[src/rtl/hilo_muldiv_unit_pkg.sv]
// Shared definitions for the HI/LO multiply/divide unit: FSM states,
// operation-kind encoding and the default datapath width.
package hilo_muldiv_unit_pkg;

  localparam int WIDTH_DEF = 32;

  typedef enum logic [1:0] {
    ST_IDLE = 2'd0,
    ST_RUN  = 2'd1,
    ST_DONE = 2'd2
  } state_e;

  typedef enum logic {
    OP_MUL = 1'b0,
    OP_DIV = 1'b1
  } op_e;

endpackage

[src/rtl/hilo_iter_core.sv]
// Counter-driven iterative datapath: shift-add multiply and restoring divide
// sharing one 2*WIDTH accumulator ({hi, lo} for mul, {rem, quo} for div).
module hilo_iter_core
  import hilo_muldiv_unit_pkg::*;
#(
  parameter int WIDTH = WIDTH_DEF,
  parameter int CNT_W = 5
) (
  input  logic             clk,
  input  logic             rst_n,
  input  logic             load,
  input  logic             step,
  input  logic             op_kind,
  input  logic [WIDTH-1:0] op_a,
  input  logic [WIDTH-1:0] op_b,
  output logic             last,
  output logic [WIDTH-1:0] res_hi,
  output logic [WIDTH-1:0] res_lo
);

  logic               op_q, op_d;
  logic [CNT_W-1:0]   cnt_q, cnt_d;
  logic [2*WIDTH-1:0] acc_q, acc_d;
  logic [WIDTH-1:0]   b_q, b_d;

  logic [WIDTH:0]     sum;
  logic [WIDTH:0]     shifted;
  logic [WIDTH:0]     diff;
  logic               div_bit;
  logic [2*WIDTH-1:0] step_val;

  always_comb begin
    // Multiply: add multiplicand into the upper half when the current
    // multiplier bit (acc[0]) is set, then shift the whole product right.
    sum      = {1'b0, acc_q[2*WIDTH-1:WIDTH]} + (acc_q[0] ? {1'b0, b_q} : '0);
    // Divide: shift the next dividend bit into the partial remainder.
    shifted  = acc_q[2*WIDTH-1:WIDTH-1];
    diff     = shifted - {1'b0, b_q};
    div_bit  = (shifted >= {1'b0, b_q});
    if (op_q == OP_MUL) begin
      step_val = {sum, acc_q[WIDTH-1:1]};
    end else begin
      step_val = {(div_bit ? diff[WIDTH-1:0] : shifted[WIDTH-1:0]),
                  acc_q[WIDTH-2:0], div_bit};
    end

    op_d  = op_q;
    cnt_d = cnt_q;
    acc_d = acc_q;
    b_d   = b_q;
    if (load) begin
      op_d  = op_kind;
      cnt_d = '0;
      acc_d = {{WIDTH{1'b0}}, (op_kind == OP_DIV) ? op_a : op_b};
      b_d   = (op_kind == OP_DIV) ? op_b : op_a;
    end else if (step) begin
      cnt_d = cnt_q + 1'b1;
      acc_d = step_val;
    end
  end

  always_ff @(posedge clk or negedge rst_n) begin
    if (!rst_n) begin
      op_q  <= 1'b0;
      cnt_q <= '0;
      acc_q <= '0;
      b_q   <= '0;
    end else begin
      op_q  <= op_d;
      cnt_q <= cnt_d;
      acc_q <= acc_d;
      b_q   <= b_d;
    end
  end

  // Result of the step being taken this cycle, so the final step can commit.
  assign res_hi = step_val[2*WIDTH-1:WIDTH];
  assign res_lo = step_val[WIDTH-1:0];
  assign last   = (cnt_q == CNT_W'(WIDTH - 1));

endmodule

[src/rtl/hilo_muldiv_unit.sv]
// HI/LO register pair with iterative unsigned multu/divu, mthi/mtlo writes,
// flush and a busy/done interface to the hazard logic.
module hilo_muldiv_unit
  import hilo_muldiv_unit_pkg::*;
#(
  parameter int WIDTH = WIDTH_DEF,
  parameter int CNT_W = 5
) (
  input  logic             clk,
  input  logic             rst_n,
  input  logic             start_mult,
  input  logic             start_div,
  input  logic [WIDTH-1:0] op_a,
  input  logic [WIDTH-1:0] op_b,
  input  logic             flush,
  input  logic             hi_we,
  input  logic             lo_we,
  input  logic [WIDTH-1:0] wdata,
  output logic             busy,
  output logic             done,
  output logic [WIDTH-1:0] hi,
  output logic [WIDTH-1:0] lo,
  output logic [1:0]       dbg_state
);

  // Handshake: start_* is a one-cycle strobe accepted only when not RUN and
  // not flushed; busy is high exactly while RUN; done pulses one cycle when
  // the new HI/LO first become visible.

  state_e           state_q, state_d;
  logic [WIDTH-1:0] hi_q, hi_d;
  logic [WIDTH-1:0] lo_q, lo_d;

  logic             load, step, commit, last;
  logic             op_kind;
  logic [WIDTH-1:0] res_hi, res_lo;

  hilo_iter_core #(
    .WIDTH (WIDTH),
    .CNT_W (CNT_W)
  ) u_core (
    .clk     (clk),
    .rst_n   (rst_n),
    .load    (load),
    .step    (step),
    .op_kind (op_kind),
    .op_a    (op_a),
    .op_b    (op_b),
    .last    (last),
    .res_hi  (res_hi),
    .res_lo  (res_lo)
  );

  always_comb begin
    state_d = state_q;
    load    = 1'b0;
    step    = 1'b0;
    commit  = 1'b0;
    op_kind = start_mult ? OP_MUL : OP_DIV;

    case (state_q)
      ST_RUN: begin
        if (flush) begin
          state_d = ST_IDLE;
        end else begin
          step = 1'b1;
          if (last) begin
            commit  = 1'b1;
            state_d = ST_DONE;
          end
        end
      end
      default: begin
        if ((start_mult || start_div) && !flush) begin
          load    = 1'b1;
          state_d = ST_RUN;
        end else begin
          state_d = ST_IDLE;
        end
      end
    endcase

    // A direct write alongside an accepted start lands now; commit overwrites later.
    hi_d = hi_q;
    lo_d = lo_q;
    if (state_q != ST_RUN) begin
      if (hi_we) hi_d = wdata;
      if (lo_we) lo_d = wdata;
    end
    if (commit) begin
      hi_d = res_hi;
      lo_d = res_lo;
    end
  end

  always_ff @(posedge clk or negedge rst_n) begin
    if (!rst_n) begin
      state_q <= ST_IDLE;
      hi_q    <= '0;
      lo_q    <= '0;
    end else begin
      state_q <= state_d;
      hi_q    <= hi_d;
      lo_q    <= lo_d;
    end
  end

  assign busy      = (state_q == ST_RUN);
  assign done      = (state_q == ST_DONE);
  assign hi        = hi_q;
  assign lo        = lo_q;
  assign dbg_state = state_q;

endmodule
[config.mk]
export PLATFORM = sky130hd
export DESIGN_NAME = hilo_muldiv_unit
export DESIGN_NICKNAME = d
export VERILOG_FILES = /design/src/rtl/hilo_muldiv_unit_pkg.sv /design/src/rtl/hilo_iter_core.sv /design/src/rtl/hilo_muldiv_unit.sv
export SDC_FILE = /design/constraint.sdc
export NUM_CORES = 1
export LEC_CHECK = 0
export CAP_MARGIN = 20
export CORE_AREA = 2 2 152 154
export DETAILED_ROUTE_END_ITERATION = 8
export DIE_AREA = 0 0 154 156
export MAX_ROUTING_LAYER = met4
export PLACE_DENSITY_LB_ADDON = 0.3
export REMOVE_ABC_BUFFERS = 1
export SLEW_MARGIN = 20
export SYNTH_ARGS = -nofsm -noshare
export SYNTH_HDL_FRONTEND = slang
export SYNTH_SLANG_ARGS = --single-unit
[constraint.sdc]
create_clock -name clk -period 4.4 [get_ports clk]
set_clock_uncertainty 0.1 [all_clocks]
set_input_delay 0.66 -clock clk [delete_from_list [all_inputs] [get_ports clk]]
set_output_delay 0.66 -clock clk [all_outputs]
set_load 0.01 [all_outputs]
**Word-level counts from Yosys, hierarchy flattened**

Index checks and enable logic that the tools add are counted.

- Muxes and demuxes: 27
- Reductions and logical operators: 9
- $lt $le $gt $ge: 1
- Add/sub/neg operators: 3
- Equal/unequal tests: 5

Operator list:

| cell | number |
|---|---|
| $mux W32 | 10 |
| $mux W64 | 3 |
| $add A32 B32 Y33 | 1 |
| $ge A33 B32 Y1 | 1 |
| $sub A32 B32 Y32 | 1 |
| $mux W5 | 2 |
| $mux W1 | 9 |
| $reduce_bool A2 Y1 | 4 |
| $mux W2 | 3 |
| $add A5 B1 Y5 const B | 1 |
| $eq A5 B5 Y1 const B | 1 |
| $reduce_and A2 Y1 | 2 |
| $ne A3 B2 Y1 const B | 1 |
| $eq A2 B1 Y1 const B | 1 |
| $eq A2 B2 Y1 const B | 1 |
| $ne A2 B1 Y1 const B | 1 |
| $logic_and A1 B1 Y1 | 1 |
| $logic_not A1 Y1 | 1 |
| $logic_or A1 B1 Y1 | 1 |

- Bits in registers: 168
- Output and inout port bits: 68

**Logic depth before layout (Yosys ltp)**

Gate-level depths: netlist of run 1.

- Depth in word-level cells: 6
- Gate-level depth with buffers: 14
- Gate-level depth less buffers: 14

**Modules after synthesis**

A second synthesis of run 1 with hierarchy kept.

- Cell total of the unflattened synthesis: 1598
- Area, all modules: 13195.2 um2

Modules (own cells, without submodules):

| module | cells an instance | area each (um2) | times used | sequential area each (um2) |
|---|---|---|---|---|
| hilo_iter_core | 1221 | 9950.8 | 1 | 2552.4 |
| hilo_muldiv_unit | 377 | 3244.4 | 1 | 1651.6 |

**Least setup slack after synthesis of run 1**

Ideal clock, no wire load.

- Path kind: register to register
- Start: reg u_core.acc_q[31]
- End: reg hi_q[26] (netlist: hi[26])
- Arrival time: 2.825 ns
- Path slack: 1.337 ns
- Period minus slack after synthesis: 3.063 ns
- Data required time: 4.162 ns
- Cell stages (with the launch flop): 15
- Cells stage by stage: dfrtp_1 > inv_1 > ha_1 > inv_1 > fa_1 > a21o_1 > a221oi_2 > o31a_2 > o21ai_2 > a221oi_2 > nor2_1 > xor2_1 > mux2_4 > a211oi_2 > a22oi_1

- Longest elaborated chain between the ends: 4
- Elaborated cells between the ends (all ways): 5
- Those cells by class: add/sub: 1; order compare: 1; mux: 3

Ends and longest elaborated chain:

| what | RTL line | text |
|---|---|---|
| start: declaration | hilo_iter_core.sv:23 | `logic [2*WIDTH-1:0] acc_q, acc_d;` |
| start signal: assignment | hilo_iter_core.sv:66 | `acc_q <= '0;` |
| start signal: assignment | hilo_iter_core.sv:71 | `acc_q <= acc_d;` |
| $sub A32 B32 Y32 / $ge A33 B32 Y1 (equally long branches) | hilo_iter_core.sv:38, hilo_iter_core.sv:39 |  |
| $mux W32 * | hilo_iter_core.sv:43 | `step_val = {(div_bit ? diff[WIDTH-1:0] : shifted[WIDTH-1:0]),` |
| $mux W64 * | hilo_iter_core.sv:40 | `if (op_q == OP_MUL) begin` |
| $mux W32 * | hilo_muldiv_unit.sv:90 | `if (commit) begin` |
| end signal: assignment | hilo_muldiv_unit.sv:103 | `hi_q <= hi_d;` |
| end: declaration | hilo_muldiv_unit.sv:31 | `logic [WIDTH-1:0] hi_q, hi_d;` |

Mark *: on every way between the ends. The rest lies on a longest branch, timed or not.
A chain may end at the register's enable or synchronous reset.

**Final worst setup path of run 1**

- Start: reg u_core.b_q[0]
- End: reg hi_q[23] (netlist: hi[23])

- Longest elaborated chain between the ends: 4
- Elaborated cells between the ends (all ways): 7
- Those cells by class: add/sub: 2; order compare: 1; mux: 4

Ends and longest elaborated chain:

| what | RTL line | text |
|---|---|---|
| start: declaration | hilo_iter_core.sv:24 | `logic [WIDTH-1:0] b_q, b_d;` |
| start signal: assignment | hilo_iter_core.sv:67 | `b_q <= '0;` |
| start signal: assignment | hilo_iter_core.sv:72 | `b_q <= b_d;` |
| $mux W32, or another cell as far along | hilo_iter_core.sv:35 | `sum = {1'b0, acc_q[2*WIDTH-1:WIDTH]} + (acc_q[0] ? {1'b0, b_q} : '0);` |
| $add A32 B32 Y33 / $mux W32 (equally long branches) | hilo_iter_core.sv:35, hilo_iter_core.sv:43 |  |
| $mux W64 * | hilo_iter_core.sv:40 |  |
| $mux W32 * | hilo_muldiv_unit.sv:90 |  |

Marked as above.

==> results of run 1 <==
==> layer usage <==
metal,global-route usage,routed length (um),vias up
met5,-,0,-
met4,0.0939,835,0
met3,0.0600,2970,76
met2,0.503,17500,488
met1,0.486,18200,5615
li1,-,-,5486
==> cells by family after synthesis <==
family	Yosys count
compound gates	459
xor+xnor	52
fa+ha+maj	68
buf+inv	134
flops	168
mux	151
simple gates	433
==> report_power, final <==
| group | switching [mW] | total, mW | leakage (nW) | internal, mW |
|---|---|---|---|---|
| Clock | 0.778 | 1.55 | 0.293 | 0.768 |
| Sequential | 0.460 | 2.41 | 2.09 | 1.95 |
| Combinational | 3.00 | 5.22 | 4.41 | 2.22 |
==> synthesized netlist by cell type, types with 4 or more instances <==
master	number	area [um2]
and2_1	35	219
a31o_1	6	52.6
buf_2	6	30.0
xnor2_1	31	272
o211ai_1	8	60.1
xor2_1	21	184
o21a_1	9	67.6
a21oi_1	105	526
a211oi_1	34	255
inv_1	44	165
nand4_1	8	50.1
mux2_2	31	349
nand3_1	18	90.1
dfrtp_1	168	4200
and3_1	34	213
o21bai_1	6	45.0
nor2_1	53	199
ha_1	66	826
nand2b_1	14	87.6
a21o_1	31	233
o31ai_1	6	45.0
mux2i_1	108	1080
clkbuf_1	73	274
nor2b_1	7	43.8
nand3b_1	4	30.0
o21ai_0	166	831
a31oi_1	11	68.8
buf_1	9	33.8
nand2_1	232	871
nor3_1	12	60.1
o21ai_1	31	155
mux2_1	11	124
a22o_1	7	61.3
==> placed cells by master (no fill, tap or decap), types with 21 or more instances in the layout <==
cell | Yosys | layout
mux2_2 | 31 | 31
o21ai_0 | 166 | 166
mux2i_1 | 108 | 108
nand2_1 | 232 | 231
and2_1 | 35 | 34
inv_1 | 44 | 44
a21o_1 | 31 | 30
clkdlybuf4s50_1 | 0 | 168
xor2_1 | 21 | 21
ha_1 | 66 | 66
xnor2_1 | 31 | 31
a21oi_1 | 105 | 105
and3_1 | 34 | 34
o21ai_1 | 31 | 31
dfrtp_1 | 168 | 167
nor2_1 | 53 | 53
a211oi_1 | 34 | 34
==> sequential cells by signal (all words and copies together) (netlist names) <==
register      flops
u_core.b_q       32
u_core.acc_q     64
u_core.op_q       1
u_core.cnt_q      5
hi               32
dbg_state         2
lo               32
==> stage by stage <==
step	instances	total power [mW]	hold slack, ns	cell area, um2
5_1_grt	1883	9.83	0.100	14900
6_report	1883	9.18	0.0712	14900
2_1_floorplan	1375	5.87	0.264	12000
3_5_place_dp	1850	7.53	0.374	14300
3_3_place_gp	1850	7.47	0.367	14300
4_1_cts	1882	9.11	0.0806	14900
==> area by class of cell <==
| cell class | count | area [um2] | area share |
|---|---|---|---|
| multi-input combinational | 1163 | 7660 | 0.514 |
| sequential | 168 | 4210 | 0.282 |
| timing repair buffer | 190 | 1900 | 0.128 |
| clock buffer | 17 | 425 | 0.0286 |
| tap | 285 | 357 | 0.0239 |
| clock inverter | 15 | 178 | 0.0119 |
| inverter | 44 | 165 | 0.0111 |
| antenna | 1 | 2.50 | 0.000168 |
==> worst max-delay path: cells and delay by family, from the launching register on <==
kind                     cells  cell delay, ns
AO/OA/AOI/OAI                7            1.73
XOR/XNOR                     1            0.15
adder cells (fa/ha/maj)      2            0.57
buffers and inverters        1            0.07
flip-flops                   1            0.41
multiplexers                 1            0.29
AND/OR/NAND/NOR              2            0.36
==> path summary, 6_finish.rpt <==
kind | to | start | depth (start not counted) | slack [ns]
min reg2reg | u_core.acc_q[31] | u_core.acc_q[31] | 2 | 0.39
max | hi[23] | u_core.b_q[0] | 14 | 0.58
min | lo[7] | rst_n | 1 | 0.07
max in group asynchronous | u_core.acc_q[14] | rst_n | 2 | 3.13
min in group clk | u_core.acc_q[31] | u_core.acc_q[31] | 2 | 0.39
max reg2reg | hi[23] | u_core.b_q[0] | 14 | 0.58
==> results.cfg, run 1 <==
[run_status]
status = finished clean

[setup_path]
worst_path_max_delay_cell = dfrtp_1
worstSetupEndpointType = register
cp-start-kind = register
slowest_delay_ns = 0.41
crit_top_cell = a31oi_1
path_class = reg2reg
cp.required_ns = 4.60
cp.arrival_ns = 4.02
crit_fanout = 3
crit_chain = and2_1, ha_1, inv_1, fa_1, nand2b_1, a21o_1, a31oi_1, o41a_1, o21ai_1, o31ai_2, a31oi_1, xnor2_1, mux2i_1, a21oi_1

[drt]
drc = 0
via_per_inst = 6.19
wl_per_cell_um = 21.0
ant_nets = 0
drt_iter0_drc = 1099
routed_wl_um = 39500
vias = 11700
drt_pass1_iterations = 6

[timing]
hold_viol_final = 0
fin_crit_sh = 0.869
finalSetupTns_ns = 0
fin_ws_ns = 0.576
worst-slew-pin-transition_ns = 0.792
fmax_mhz = 261
slew_violations = 0
maxSlewHeadroom = 0.470
rsz0062_at_grt = no
min_period_ns = 3.82
setup_violations = 0

[yosys]
synthMuxAreaShare = 0.127
synth_cells = 1465
syn_avg_cell_area_um2 = 8.45
synth-simple-area-share = 0.160
syn_area_um2 = 12400
synth_top_family_by_area = compound AO/OA/AOI/OAI gates
synth_compound_gate_area_share = 0.224
synth_edf_count = 0
yosys_register_bits = 168
synth_fa_ha_area_frac = 0.0700
synth.distinct_cells = 71
synth-xor-area-share = 0.0368
ys.flop_type = dfrtp_1
yosysSeqAreaShare = 0.340
async_flop_share = 1.00
yosysWarnings = 0

[die]
design.portCount = 171
start_util = 0.553
core-area_um2 = 22400
die_y_um = 156
fp.dieW_um = 154
dieArea_um2 = 24000
rows = 55

[pwr]
power.leakage_nw = 6.80
powerDensity_nw_per_um2 = 616
irDropWorstVdd_uv = 306

[clock_tree]
clk_latency_ns = 0.44
cts.sinks = 168
cts_root_buffer = clkbuf_16
cts-buffers-inserted = 17
holdBufCountCts = 0
cts_resized = 0
post-cts-setup-buffers = 0
cts_tree = yes
cts_max_path_buffers = 2
clk_pin_slew_ns = 0.08
htree_num_levels = 4

[final_layout]
final_util = 0.666
nets = 1755
nFillCells = 1913
drive_above_1_share = 0.0683
synthToLayoutAreaGrowth_pct = 20.4

[flow_run]
maxCapViolations = 0

[worst_hold_path]
hold_class = in2async

[placement]
hpwl_um = 28700
portBuffers = 170
place_ws_ns = 0.768
routabilityCongestion = 0.996

[grt]
antenna_found_initial = 1
grt_pass1_vias = 11300
gr-total-overflow = 0
grt_pass1_wl_um = 62300
grtUsageTotal = 0.341
grt_max_degree = 76
Power figures use the tool's default switching activity.
==> run 2, diff against run 1 <==
--- a/config.mk
+++ b/config.mk
@@ -7,6 +7,7 @@
 export LEC_CHECK = 0
 export CAP_MARGIN = 20
 export CORE_AREA = 2 2 152 154
+export CTS_CLUSTER_SIZE = 10
 export DETAILED_ROUTE_END_ITERATION = 8
 export DIE_AREA = 0 0 154 156
 export MAX_ROUTING_LAYER = met4
==> results of run 2 <==
No change in the layout: final DEF, timing and power equal those of run 1.
